### src/rtl/ps2_letter_decoder_pkg.sv
// Shared definitions for the PS/2 letter decoder: widths, prefix bytes,
// frame FSM states and the A-Z scan-code to one-hot mapping.
package ps2_letter_decoder_pkg;

    localparam int         LETTER_W  = 26;
    localparam logic [7:0] PS2_BREAK = 8'hF0;
    localparam logic [7:0] PS2_EXT   = 8'hE0;

    typedef enum logic [1:0] {
        ST_IDLE,
        ST_DATA,
        ST_PARITY,
        ST_STOP
    } frame_state_t;

    // Bit 0 = A ... bit 25 = Z; any other code maps to all zeros.
    function automatic logic [LETTER_W-1:0] scan_to_onehot(input logic [7:0] code);
        logic [LETTER_W-1:0] oh;
        oh = '0;
        case (code)
            8'h1C: oh[0]  = 1'b1;
            8'h32: oh[1]  = 1'b1;
            8'h21: oh[2]  = 1'b1;
            8'h23: oh[3]  = 1'b1;
            8'h24: oh[4]  = 1'b1;
            8'h2B: oh[5]  = 1'b1;
            8'h34: oh[6]  = 1'b1;
            8'h33: oh[7]  = 1'b1;
            8'h43: oh[8]  = 1'b1;
            8'h3B: oh[9]  = 1'b1;
            8'h42: oh[10] = 1'b1;
            8'h4B: oh[11] = 1'b1;
            8'h3A: oh[12] = 1'b1;
            8'h31: oh[13] = 1'b1;
            8'h44: oh[14] = 1'b1;
            8'h4D: oh[15] = 1'b1;
            8'h15: oh[16] = 1'b1;
            8'h2D: oh[17] = 1'b1;
            8'h1B: oh[18] = 1'b1;
            8'h2C: oh[19] = 1'b1;
            8'h3C: oh[20] = 1'b1;
            8'h2A: oh[21] = 1'b1;
            8'h1D: oh[22] = 1'b1;
            8'h22: oh[23] = 1'b1;
            8'h35: oh[24] = 1'b1;
            8'h1A: oh[25] = 1'b1;
            default: oh = '0;
        endcase
        return oh;
    endfunction

    function automatic logic is_letter(input logic [7:0] code);
        return |scan_to_onehot(code);
    endfunction

endpackage

### src/rtl/ps2_letter_decoder_if.sv
// PS/2 line inputs and decoded outputs of the letter decoder.
// master = keyboard/host side, slave = decoder side.
interface ps2_letter_decoder_if;

    logic                                      PS2_CLK;
    logic                                      PS2_DAT;
    logic [7:0]                                scan_code;
    logic                                      byte_valid;
    logic [ps2_letter_decoder_pkg::LETTER_W-1:0] letter;
    logic                                      letter_valid;
    logic                                      frame_error;

    modport master (
        output PS2_CLK, PS2_DAT,
        input  scan_code, byte_valid, letter, letter_valid, frame_error
    );

    modport slave (
        input  PS2_CLK, PS2_DAT,
        output scan_code, byte_valid, letter, letter_valid, frame_error
    );

endinterface

### src/rtl/ps2_letter_decoder_rx_frame.sv
// PS/2 frame receiver: line synchronisers, start/data/parity/stop FSM and
// the inter-edge timeout that abandons a stalled frame.
module ps2_letter_decoder_rx_frame
    import ps2_letter_decoder_pkg::*;
#(
    parameter int TIMEOUT_CYCLES = 50000,
    parameter int SYNC_STAGES    = 2
) (
    input  logic       i_clk,
    input  logic       i_rst_n,
    input  logic       i_ps2_clk,
    input  logic       i_ps2_dat,
    output logic [7:0] o_scan_code,
    output logic       o_byte_valid,
    output logic       o_frame_error
);

    localparam int             TMR_W    = $clog2(TIMEOUT_CYCLES + 1);
    localparam logic [TMR_W-1:0] TMR_LAST = TMR_W'(TIMEOUT_CYCLES - 1);

    logic [SYNC_STAGES-1:0] r_clk_sync;
    logic [SYNC_STAGES-1:0] r_dat_sync;
    logic                   r_clk_prev;
    frame_state_t           r_state;
    frame_state_t           w_state_nxt;
    logic [2:0]             r_bit_cnt;
    logic [7:0]             r_shift;
    logic                   r_par_err;
    logic [TMR_W-1:0]       r_timer;
    logic [7:0]             r_scan_code;
    logic                   r_byte_valid;
    logic                   r_frame_error;
    logic                   w_sclk;
    logic                   w_sdat;
    logic                   w_fall;
    logic                   w_tmo;
    logic                   w_good;
    logic                   w_bad;

    // Idle PS/2 lines are high, so the synchronisers reset high to avoid a false fall.
    always_ff @(posedge i_clk or negedge i_rst_n) begin
        if (!i_rst_n) begin
            r_clk_sync <= '1;
            r_dat_sync <= '1;
            r_clk_prev <= 1'b1;
        end else begin
            r_clk_sync <= {r_clk_sync[SYNC_STAGES-2:0], i_ps2_clk};
            r_dat_sync <= {r_dat_sync[SYNC_STAGES-2:0], i_ps2_dat};
            r_clk_prev <= r_clk_sync[SYNC_STAGES-1];
        end
    end

    assign w_sclk = r_clk_sync[SYNC_STAGES-1];
    assign w_sdat = r_dat_sync[SYNC_STAGES-1];
    assign w_fall = r_clk_prev & ~w_sclk;
    assign w_tmo  = (r_state != ST_IDLE) && (r_timer == TMR_LAST);

    always_ff @(posedge i_clk or negedge i_rst_n) begin
        if (!i_rst_n) r_state <= ST_IDLE;
        else          r_state <= w_state_nxt;
    end

    // A fall outranks a timeout hit in the same cycle.
    always_comb begin
        w_state_nxt = r_state;
        w_good      = 1'b0;
        w_bad       = 1'b0;
        if (w_fall) begin
            case (r_state)
                ST_IDLE: begin
                    if (!w_sdat) w_state_nxt = ST_DATA;
                    else         w_bad       = 1'b1;
                end
                ST_DATA: begin
                    if (r_bit_cnt == 3'd7) w_state_nxt = ST_PARITY;
                end
                ST_PARITY: w_state_nxt = ST_STOP;
                ST_STOP: begin
                    w_state_nxt = ST_IDLE;
                    if (w_sdat && !r_par_err) w_good = 1'b1;
                    else                      w_bad  = 1'b1;
                end
                default: w_state_nxt = ST_IDLE;
            endcase
        end else if (w_tmo) begin
            w_state_nxt = ST_IDLE;
            w_bad       = 1'b1;
        end
    end

    always_ff @(posedge i_clk) begin
        if (w_fall && r_state == ST_DATA) r_shift <= {w_sdat, r_shift[7:1]};
    end

    always_ff @(posedge i_clk or negedge i_rst_n) begin
        if (!i_rst_n) begin
            r_bit_cnt     <= 3'd0;
            r_par_err     <= 1'b0;
            r_timer       <= '0;
            r_scan_code   <= 8'd0;
            r_byte_valid  <= 1'b0;
            r_frame_error <= 1'b0;
        end else begin
            if (w_fall) begin
                case (r_state)
                    ST_IDLE: begin
                        r_bit_cnt <= 3'd0;
                        r_par_err <= 1'b0;
                    end
                    ST_DATA:   r_bit_cnt <= r_bit_cnt + 3'd1;
                    // Odd parity: data plus parity bit must hold an odd number of ones.
                    ST_PARITY: r_par_err <= ~(^{r_shift, w_sdat});
                    default:   r_bit_cnt <= r_bit_cnt;
                endcase
            end
            if (w_fall || w_tmo || r_state == ST_IDLE) r_timer <= '0;
            else                                       r_timer <= r_timer + TMR_W'(1);
            if (w_good) r_scan_code <= r_shift;
            r_byte_valid  <= w_good;
            r_frame_error <= w_bad;
        end
    end

    assign o_scan_code   = r_scan_code;
    assign o_byte_valid  = r_byte_valid;
    assign o_frame_error = r_frame_error;

endmodule

### src/rtl/ps2_letter_decoder.sv
// PS/2 keyboard receiver with break/extended prefix handling and typematic
// repeat suppression, producing the one-hot A-Z letter bus.
module ps2_letter_decoder
    import ps2_letter_decoder_pkg::*;
#(
    parameter int TIMEOUT_CYCLES  = 50000,
    parameter int SYNC_STAGES     = 2,
    parameter int SUPPRESS_REPEAT = 1
) (
    input  logic                  CLOCK_50,
    input  logic                  reset,
    ps2_letter_decoder_if.slave   io_bus
);

    logic [7:0]          w_scan_code;
    logic                w_byte_valid;
    logic                w_frame_error;
    logic                r_brk;
    logic                r_ext;
    logic [7:0]          r_held;
    logic [LETTER_W-1:0] r_letter;
    logic                r_letter_valid;

    ps2_letter_decoder_rx_frame #(
        .TIMEOUT_CYCLES (TIMEOUT_CYCLES),
        .SYNC_STAGES    (SYNC_STAGES)
    ) u_rx (
        .i_clk         (CLOCK_50),
        .i_rst_n       (reset),
        .i_ps2_clk     (io_bus.PS2_CLK),
        .i_ps2_dat     (io_bus.PS2_DAT),
        .o_scan_code   (w_scan_code),
        .o_byte_valid  (w_byte_valid),
        .o_frame_error (w_frame_error)
    );

    // A prefixed byte only clears the prefixes; a break of the held key re-arms it.
    always_ff @(posedge CLOCK_50 or negedge reset) begin
        if (!reset) begin
            r_brk          <= 1'b0;
            r_ext          <= 1'b0;
            r_held         <= 8'd0;
            r_letter       <= '0;
            r_letter_valid <= 1'b0;
        end else begin
            r_letter_valid <= 1'b0;
            if (w_byte_valid) begin
                if (w_scan_code == PS2_BREAK) begin
                    r_brk <= 1'b1;
                end else if (w_scan_code == PS2_EXT) begin
                    r_ext <= 1'b1;
                end else if (r_brk || r_ext) begin
                    r_brk <= 1'b0;
                    r_ext <= 1'b0;
                    if (r_brk && w_scan_code == r_held) r_held <= 8'd0;
                end else if (is_letter(w_scan_code)) begin
                    if (!(SUPPRESS_REPEAT != 0 && w_scan_code == r_held)) begin
                        r_letter       <= scan_to_onehot(w_scan_code);
                        r_letter_valid <= 1'b1;
                        r_held         <= w_scan_code;
                    end
                end
            end
        end
    end

    assign io_bus.scan_code    = w_scan_code;
    assign io_bus.byte_valid   = w_byte_valid;
    assign io_bus.frame_error  = w_frame_error;
    assign io_bus.letter       = r_letter;
    assign io_bus.letter_valid = r_letter_valid;

endmodule

### src/flat_wrapper.sv
// flat-port wrapper written by rule: the top's interface ports become plain ports
module ps2_letter_decoder_flat import ps2_letter_decoder_pkg::*;
#(
    parameter int TIMEOUT_CYCLES  = 50000,
    parameter int SYNC_STAGES     = 2,
    parameter int SUPPRESS_REPEAT = 1
)
  (CLOCK_50, reset, io_bus_PS2_CLK, io_bus_PS2_DAT, io_bus_scan_code, io_bus_byte_valid, io_bus_letter, io_bus_letter_valid, io_bus_frame_error);
  ps2_letter_decoder_if io_bus_i ();
  input  logic CLOCK_50;
  input  logic reset;
  input wire logic [$bits(io_bus_i.PS2_CLK)-1:0] io_bus_PS2_CLK;
  input wire logic [$bits(io_bus_i.PS2_DAT)-1:0] io_bus_PS2_DAT;
  output wire logic [$bits(io_bus_i.scan_code)-1:0] io_bus_scan_code;
  output wire logic [$bits(io_bus_i.byte_valid)-1:0] io_bus_byte_valid;
  output wire logic [$bits(io_bus_i.letter)-1:0] io_bus_letter;
  output wire logic [$bits(io_bus_i.letter_valid)-1:0] io_bus_letter_valid;
  output wire logic [$bits(io_bus_i.frame_error)-1:0] io_bus_frame_error;
  assign io_bus_i.PS2_CLK = io_bus_PS2_CLK;
  assign io_bus_i.PS2_DAT = io_bus_PS2_DAT;
  assign io_bus_scan_code = io_bus_i.scan_code;
  assign io_bus_byte_valid = io_bus_i.byte_valid;
  assign io_bus_letter = io_bus_i.letter;
  assign io_bus_letter_valid = io_bus_i.letter_valid;
  assign io_bus_frame_error = io_bus_i.frame_error;
  ps2_letter_decoder #(.TIMEOUT_CYCLES(TIMEOUT_CYCLES), .SYNC_STAGES(SYNC_STAGES), .SUPPRESS_REPEAT(SUPPRESS_REPEAT)) u_core (.CLOCK_50(CLOCK_50), .reset(reset), .io_bus(io_bus_i));
endmodule
### config.mk
export PLATFORM = sky130hd
export DESIGN_NAME = ps2_letter_decoder_flat
export DESIGN_NICKNAME = d
export VERILOG_FILES = /design/src/rtl/ps2_letter_decoder_pkg.sv /design/src/rtl/ps2_letter_decoder_if.sv /design/src/rtl/ps2_letter_decoder_rx_frame.sv /design/src/rtl/ps2_letter_decoder.sv /design/src/flat_wrapper.sv
export SDC_FILE = /design/constraint.sdc
export NUM_CORES = 1
export LEC_CHECK = 0
export CORE_UTILIZATION = 50
export DETAILED_ROUTE_END_ITERATION = 10
export GPL_TIMING_DRIVEN = 0
export PLACE_DENSITY = 0.72
export SLEW_MARGIN = 30
export SYNTH_ARGS = -nofsm -noshare
export SYNTH_HDL_FRONTEND = slang
export SYNTH_SLANG_ARGS = --single-unit
### constraint.sdc
create_clock -name CLOCK_50 -period 3.05 [get_ports CLOCK_50]
set_input_delay 0.305 -clock CLOCK_50 [delete_from_list [all_inputs] [get_ports CLOCK_50]]
set_output_delay 0.305 -clock CLOCK_50 [all_outputs]
set_load 0.05 [all_outputs]
==> qor.csv, run 1 <==
stage,metric,value,unit
layout,nets,423,
layout,drive_above_1_share,13.46,%
global_route,grt_max_degree,45,
status,status,finished clean,
placement,port_buffers,40,
placement,gp_congestion,0.8109,
logic_synthesis,synth_enable_flop_cells,8,
global_route,grt_pass1_vias,2777,
logic_synthesis,synth_fp_nets,370,
drt,drtIter0Drc,116,
global_route,grtUsageTotal,20.56,%
worst_setup_path,cp_max_fo,10,
layout,multi_input_area,1653,um^2
hold_path,hp-class,flop to flop,
global_route,overflow,0,
global_route,grt_pass1_wl,13350,um
drt,wire_per_inst,14.91,um
floorplan,die_x,90.66,um
worst_setup_path,required,3280,ps
timing,fin_skew,10.27,ps
clock_tree,clockBufferDepth,2,
timing,setup_ws,392.5,ps
drt,ant_nets,0,
logic_synthesis,ys_ff_latch,82,
layout,n_fill_cell,610,
layout,syn_to_final_growth,19.58,%
placement,hpwl,5358,um
layout,final_core_util,63.44,%
floorplan,ios,41,
worst_setup_path,worst_setup_path_end_kind,flop,
clock_tree,ctsRootBufferMaster,clkbuf_8,
clock_tree,cts_inserted_buffers,9,
global_route,antenna_found_initial,0,
logic_synthesis,synth_ff_type,dfrtp_1,
logic_synthesis,ys.warnings.count,0,
placement,dp.cells,498,
floorplan,num_rows,31,
power_and_ir_drop,cellLeakagePower,1.991,nW
logic_synthesis,synthTopCellsByArea,"dfrtp_1, edfxtp_1, xnor2_1",
timing,relSlewSlack,47.21,%
floorplan,fp.coreArea,7408,um^2
logic_synthesis,yosys.area.top_type_share,43.94,%
floorplan,initial_core_util,53.05,%
logic_synthesis,synth.most_common_cell,dfrtp_1,
logic_synthesis,ys_seq_area_share,53.39,%
timing,layout_worst_path_cycle_share,87.13,%
timing,worst_pin_slew,789.0,ps
run,cap_violations,0,
logic_synthesis,yosys.area.top_type,dfrtp_1,
clock_tree,clock_sinks,82,
drt,routed_wirelength,7677,um
logic_synthesis,async_flop_share,90.24,%
clock_tree,htree_levels,3,
layout,seq_area,2098,um^2
worst_setup_path,cp_data_arrival_time,2890,ps
logic_synthesis,ys_types,49,
timing,final-setup-viol-count,0,
floorplan,die_y,90.66,um
clock_tree,path_clk_slew,80,ps
drt,first_pass_iters,4,
power_and_ir_drop,ir_drop,533.1,uV
logic_synthesis,netlist_area,3930,um^2
worst_setup_path,worstSetupPathType,flop to flop,
logic_synthesis,synth_common_cells,"dfrtp_1, nand2_1, nor2_1",
power_and_ir_drop,power.density,742.2,nW/um^2
timing,finalMaxSlewViolations,0,
timing,fin_crit,2657,ps
timing,hold_viol_final,0,
drt,vias,2764,
timing,fmax,0.3763,GHz
logic_synthesis,syn_inst,358,
floorplan,die_area,8218,um^2
layout,num_antenna_cells,0,
drt,routed_via_density,5.367,
logic_synthesis,syn_avg_cell_area,10.98,um^2
drt,drc_errors,0,
clock_tree,cts_tree,done,
worst_setup_path,cp-start-kind,flop,
placement,preCtsSetupSlack,403.6,ps
clock_tree,insertion_delay,350,ps
timing,rsz0062_at_grt,no,
layout,instances_no_fill,515,
through the flow:
stage	cell area (um^2)	setup TNS (ps)	hold WS (ps)	total power, mW
6_report	4700	0	359.7	3.488
5_1_grt	4700	0	341.6	3.708
4_1_cts	4700	0	343.3	3.522
3_5_place_dp	4472	0	339.1	2.656
3_3_place_gp	4454	-57070	345.5	2.616
2_1_floorplan	3930	0	9.409	2.294
per-layer routing:
| metal | track usage (%) | wire [um] | vias up |
|---|---|---|---|
| li1 | - | - | 1352 |
| met1 | 26.19 | 3417 | 1350 |
| met2 | 34.22 | 3864 | 56 |
| met3 | 6.061 | 348 | 6 |
| met4 | 5.242 | 46 | 0 |
| met5 | 0 | 0 | - |
cells by family (layout without fill, tap and decap cells):
| family | after synthesis | in the layout | synth area share, % |
|---|---|---|---|
| AO/OA/AOI/OAI | 52 | 52 | 8.437 |
| XOR/XNOR | 32 | 32 | 7.132 |
| adder cells (fa/ha/maj) | 8 | 8 | 2.547 |
| buffers and inverters | 30 | 88 | 4.553 |
| flip-flops | 82 | 82 | 53.39 |
| multiplexers | 18 | 18 | 5.030 |
| AND/OR/NAND/NOR | 136 | 136 | 18.91 |
sequential cells by signal, summed over array words and instances (netlist names):
register                    cells
u_core.u_rx.r_bit_cnt           3
u_core.r_ext                    1
u_core.u_rx.r_clk_prev          1
u_core.u_rx.r_state             2
u_core.u_rx.r_clk_sync          2
u_core.u_rx.r_dat_sync          2
u_core.io_bus.letter           26
u_core.u_rx.r_timer            16
u_core.r_held                   8
u_core.u_rx.r_shift             8
u_core.u_rx.o_frame_error       1
u_core.r_brk                    1
u_core.u_rx.o_byte_valid        1
u_core.u_rx.o_scan_code         8
u_core.u_rx.r_par_err           1
u_core.io_bus.letter_valid      1
critical path, stage by stage, from the launching register on:
cell	delay (ps)
dfrtp_1	370
clkbuf_1	280
buf_2	290
nor4_1	90
a41oi_1	370
nand3b_1	360
nor2_8	320
buf_12	180
mux2_4	290
repair_timing:
action / 4_1_cts / 5_1_grt
resized for setup: 0 / 0
endpoints found under the hold margin: 38 / 0
setup endpoints to repair: 0 / 0
hold buffers: 1 / 0
buffers inserted: 0 / 0
final timing paths:
kind	to	cells past startpoint	slack [ps]	from
worst max-delay path	u_core.io_bus.letter[2]	8	390	u_core.u_rx.o_scan_code[2]
worst min-delay path	u_core.u_rx.r_dat_sync[1]	0	360	u_core.u_rx.r_dat_sync[0]
worst max register to register	u_core.io_bus.letter[2]	8	390	u_core.u_rx.o_scan_code[2]
worst min register to register	u_core.u_rx.r_dat_sync[1]	0	360	u_core.u_rx.r_dat_sync[0]
max in group asynchronous	u_core.io_bus.letter[14]	3	2000	reset
min in group asynchronous	u_core.io_bus.letter_valid	2	480	reset
area by class of cell:
type	instances	area share [%]
tap	99	2.636
inverter	8	0.6390
timing repair buffer	42	9.105
buffer	22	3.168
clock inverter	6	1.917
sequential	82	44.65
clock buffer	10	2.716
multi-input combinational	246	35.17
power breakdown:
| part | switching, mW | leakage (nW) | internal (mW) |
|---|---|---|---|
| sequential | 0.0842 | 1.07 | 1.23 |
| combinational | 0.846 | 0.810 | 0.478 |
| clock | 0.390 | 0.107 | 0.464 |
cell usage in the layout (no fill, tap or decap), drive strengths merged, types with 3 or more instances in the layout:
| master | instances |
|---|---|
| buf | 17 |
| or3 | 3 |
| or4b | 5 |
| clkinv | 3 |
| a21oi | 5 |
| inv | 8 |
| nor2 | 32 |
| clkbuf | 17 |
| nand2 | 43 |
| mux2i | 7 |
| dfstp | 5 |
| nand4 | 4 |
| xnor2 | 24 |
| nand2b | 5 |
| xor2 | 8 |
| nand3b | 3 |
| ha | 8 |
| nor2b | 3 |
| nand3 | 12 |
| nor4 | 7 |
| o21ai | 22 |
| and3 | 7 |
| o31ai | 16 |
| edfxtp | 8 |
| dfrtp | 69 |
| clkdlybuf4s50 | 39 |
| nor3 | 5 |
| mux2 | 11 |
No activity file was read; power rests on OpenSTA's default activity.
==> run 2: changes to the inputs <==
--- a/config.mk
+++ b/config.mk
@@ -5,10 +5,10 @@
 export SDC_FILE = /design/constraint.sdc
 export NUM_CORES = 1
 export LEC_CHECK = 0
-export CORE_UTILIZATION = 50
+export CORE_UTILIZATION = 30
 export DETAILED_ROUTE_END_ITERATION = 10
 export GPL_TIMING_DRIVEN = 0
-export PLACE_DENSITY = 0.72
+export PLACE_DENSITY = 0.48
 export SLEW_MARGIN = 30
 export SYNTH_ARGS = -nofsm -noshare
 export SYNTH_HDL_FRONTEND = slang
==> run 2 against run 1 <==
Power up 8.4%; maximum frequency down 3.2%; die area up 65%.
==> qor.csv, run 2 (same netlist as run 1, synthesis figures left out) <==
stage,metric,value,unit
clock_tree,insertion_delay,330,ps
timing,fin_setup_tns,0,ps
drt,routed_wirelength,8503,um
timing,finalMaxSlewViolations,0,
power_and_ir_drop,total_power,3.780,mW
worst_setup_path,worst_r2r_path_depth,8,
worst_setup_path,worstSetupPathType,flop to flop,
global_route,grt_pass1_wl,14360,um
global_route,grtUsageTotal,13.90,%
floorplan,fp.coreArea,12670,um^2
status,status,finished clean,
timing,worst_pin_slew,826.0,ps
clock_tree,path_clk_slew,60,ps
worst_setup_path,rrSetupSlack,300,ps
layout,syn_to_final_growth,24.77,%
drt,first_pass_iters,4,
floorplan,num_rows,41,
placement,hpwl,5900,um
floorplan,die_x,116.5,um
clock_tree,htree_levels,3,
drt,vias,2748,
clock_tree,cts_tree,done,
global_route,overflow,0,
placement,gp_congestion,0.7713,
worst_setup_path,cp-endpoint,u_core.io_bus.letter[2],
worst_setup_path,cp_data_arrival_time,2960,ps
layout,layout_commonest_cell,dfrtp_1,
layout,largest_reg_flops,26,
timing,setup_ws,303.5,ps
timing,fin_crit,2746,ps
timing,fin_skew,4.946,ps
worst_setup_path,crit_start,u_core.u_rx.o_scan_code[2],
clock_tree,cts_resized,0,
layout,drive_above_1_share,13.19,%
clock_tree,cts_inserted_buffers,9,
placement,port_buffers,40,
placement,preCtsSetupSlack,325.9,ps
hold_path,hp-class,flop to flop,
timing,layout_worst_path_cycle_share,90.05,%
clock_tree,ctsRootBufferMaster,clkbuf_16,
timing,final-setup-viol-count,0,
drt,drc_errors,0,
timing,relSlewSlack,44.73,%
worst_setup_path,required,3270,ps
clock_tree,cts_setup_buffers,0,
layout,nets,424,
worst_setup_path,timing.rr.start,u_core.u_rx.o_scan_code[2],
timing,fmax,0.3641,GHz
worst_setup_path,cp-start-kind,flop,
drt,routed_via_density,4.666,
power_and_ir_drop,ir_drop,336.2,uV
layout,final_area,4903,um^2
run,cap_violations,0,
drt,ant_nets,0,
timing,hold_viol_final,0,
global_route,grt_pass1_vias,2757,
clock_tree,clock_sinks,82,
drt,drtIter0Drc,144,
timing,rsz0062_at_grt,no,
placement,placement.cell_area,4583,um^2
layout,num_antenna_cells,0,
worst_setup_path,reg2reg_to,u_core.io_bus.letter[2],
floorplan,die_y,116.5,um
layout,n_fill_cell,1286,
clock_tree,cts_hold_buf,1,
clock_tree,clockBufferDepth,2,
worst_setup_path,cp_max_fo,10,
layout,final_cell_mix,"dfrtp_1, nand2_1, clkdlybuf4s50_1, nor2_1, xnor2_1",
global_route,grt_max_degree,34,
drt,wire_per_inst,14.44,um
floorplan,initial_core_util,31.02,%
power_and_ir_drop,power.density,770.9,nW/um^2
worst_setup_path,worst_setup_path_end_kind,flop,
power_and_ir_drop,cellLeakagePower,2.045,nW
floorplan,die_area,13560,um^2
global_route,antenna_found_initial,0,
floorplan,ios,41,
## run 2: cell count changes in the layout (fill, tap and decap cells not counted)
cell / before / now
clkinvlp_4: 1 / 0
clkbuf_16: 0 / 9
clkbuf_8: 9 / 0
inv_6: 1 / 0
buf_12: 2 / 3
clkinv_1: 1 / 3
## run 2: worst min-delay path by stage
| stage | startpoint | end | slack [ps] | cells past startpoint |
|---|---|---|---|---|
| after CTS | u_core.u_rx.r_dat_sync[0] | u_core.u_rx.r_dat_sync[1] | 360 | 0 |
| final | u_core.u_rx.r_dat_sync[0] | u_core.u_rx.r_dat_sync[1] | 360 | 0 |
| after global placement | u_core.u_rx.r_dat_sync[0] | u_core.u_rx.r_dat_sync[1] | 350 | 0 |
| after detailed placement | reset | u_core.r_held[6] | 200 | 1 |
| after global routing | u_core.u_rx.r_dat_sync[0] | u_core.u_rx.r_dat_sync[1] | 360 | 0 |
| after floorplan | reset | u_core.io_bus.letter[0] | 9 | 0 |
## run 2: layer usage
layer | wire length (um) | track usage (%) | vias to the layer above | part of all wire, %
met3 | 329 | 3.477 | 10 | 3.9
met1 | 4072 | 18.35 | 1335 | 48
met4 | 117 | 5.128 | 0 | 1.4
li1 | - | - | 1363 | -
met5 | 0 | 0 | - | 0
met2 | 3983 | 22.01 | 40 | 47
## run 2: layout make-up
cell class                      instances  area (um^2)  share of cell area, %
Buffer                                 22        148.9                  3.036
Clock buffer                           10        229.0                  4.670
Clock inverter                          6        81.33                  1.659
Inverter                                8        30.03                 0.6124
Multi-Input combinational cell        246         1653                  33.71
Sequential cell                        82         2098                  42.79
Tap cell                              172        215.2                  4.389
Timing Repair Buffer                   43        447.9                  9.135
## run 2: worst max-delay path, cell delays in order (launching register included)
cell      delay, ps
dfrtp_1         390
clkbuf_1        280
buf_2           300
nor4_1           80
a41oi_1         380
nand3b_1        380
nor2_8          320
buf_12          180
mux2_4          290
## run 2: power breakdown
part           switching [mW]  leakage, nW  internal, mW
Sequential             0.0867         1.07          1.23
Combinational           0.852        0.819         0.478
Clock                   0.424        0.152         0.712
Total                    1.36         2.05          2.42
## run 2: metrics by stage
stage	utilization [%]	hold WS, ps	instances
finish	38.70	355.6	589
global route	38.70	356.5	589
CTS	38.70	355.8	589
detailed placement	36.17	195.2	572
global placement	35.87	346.1	570
floorplan	-	9.409	358
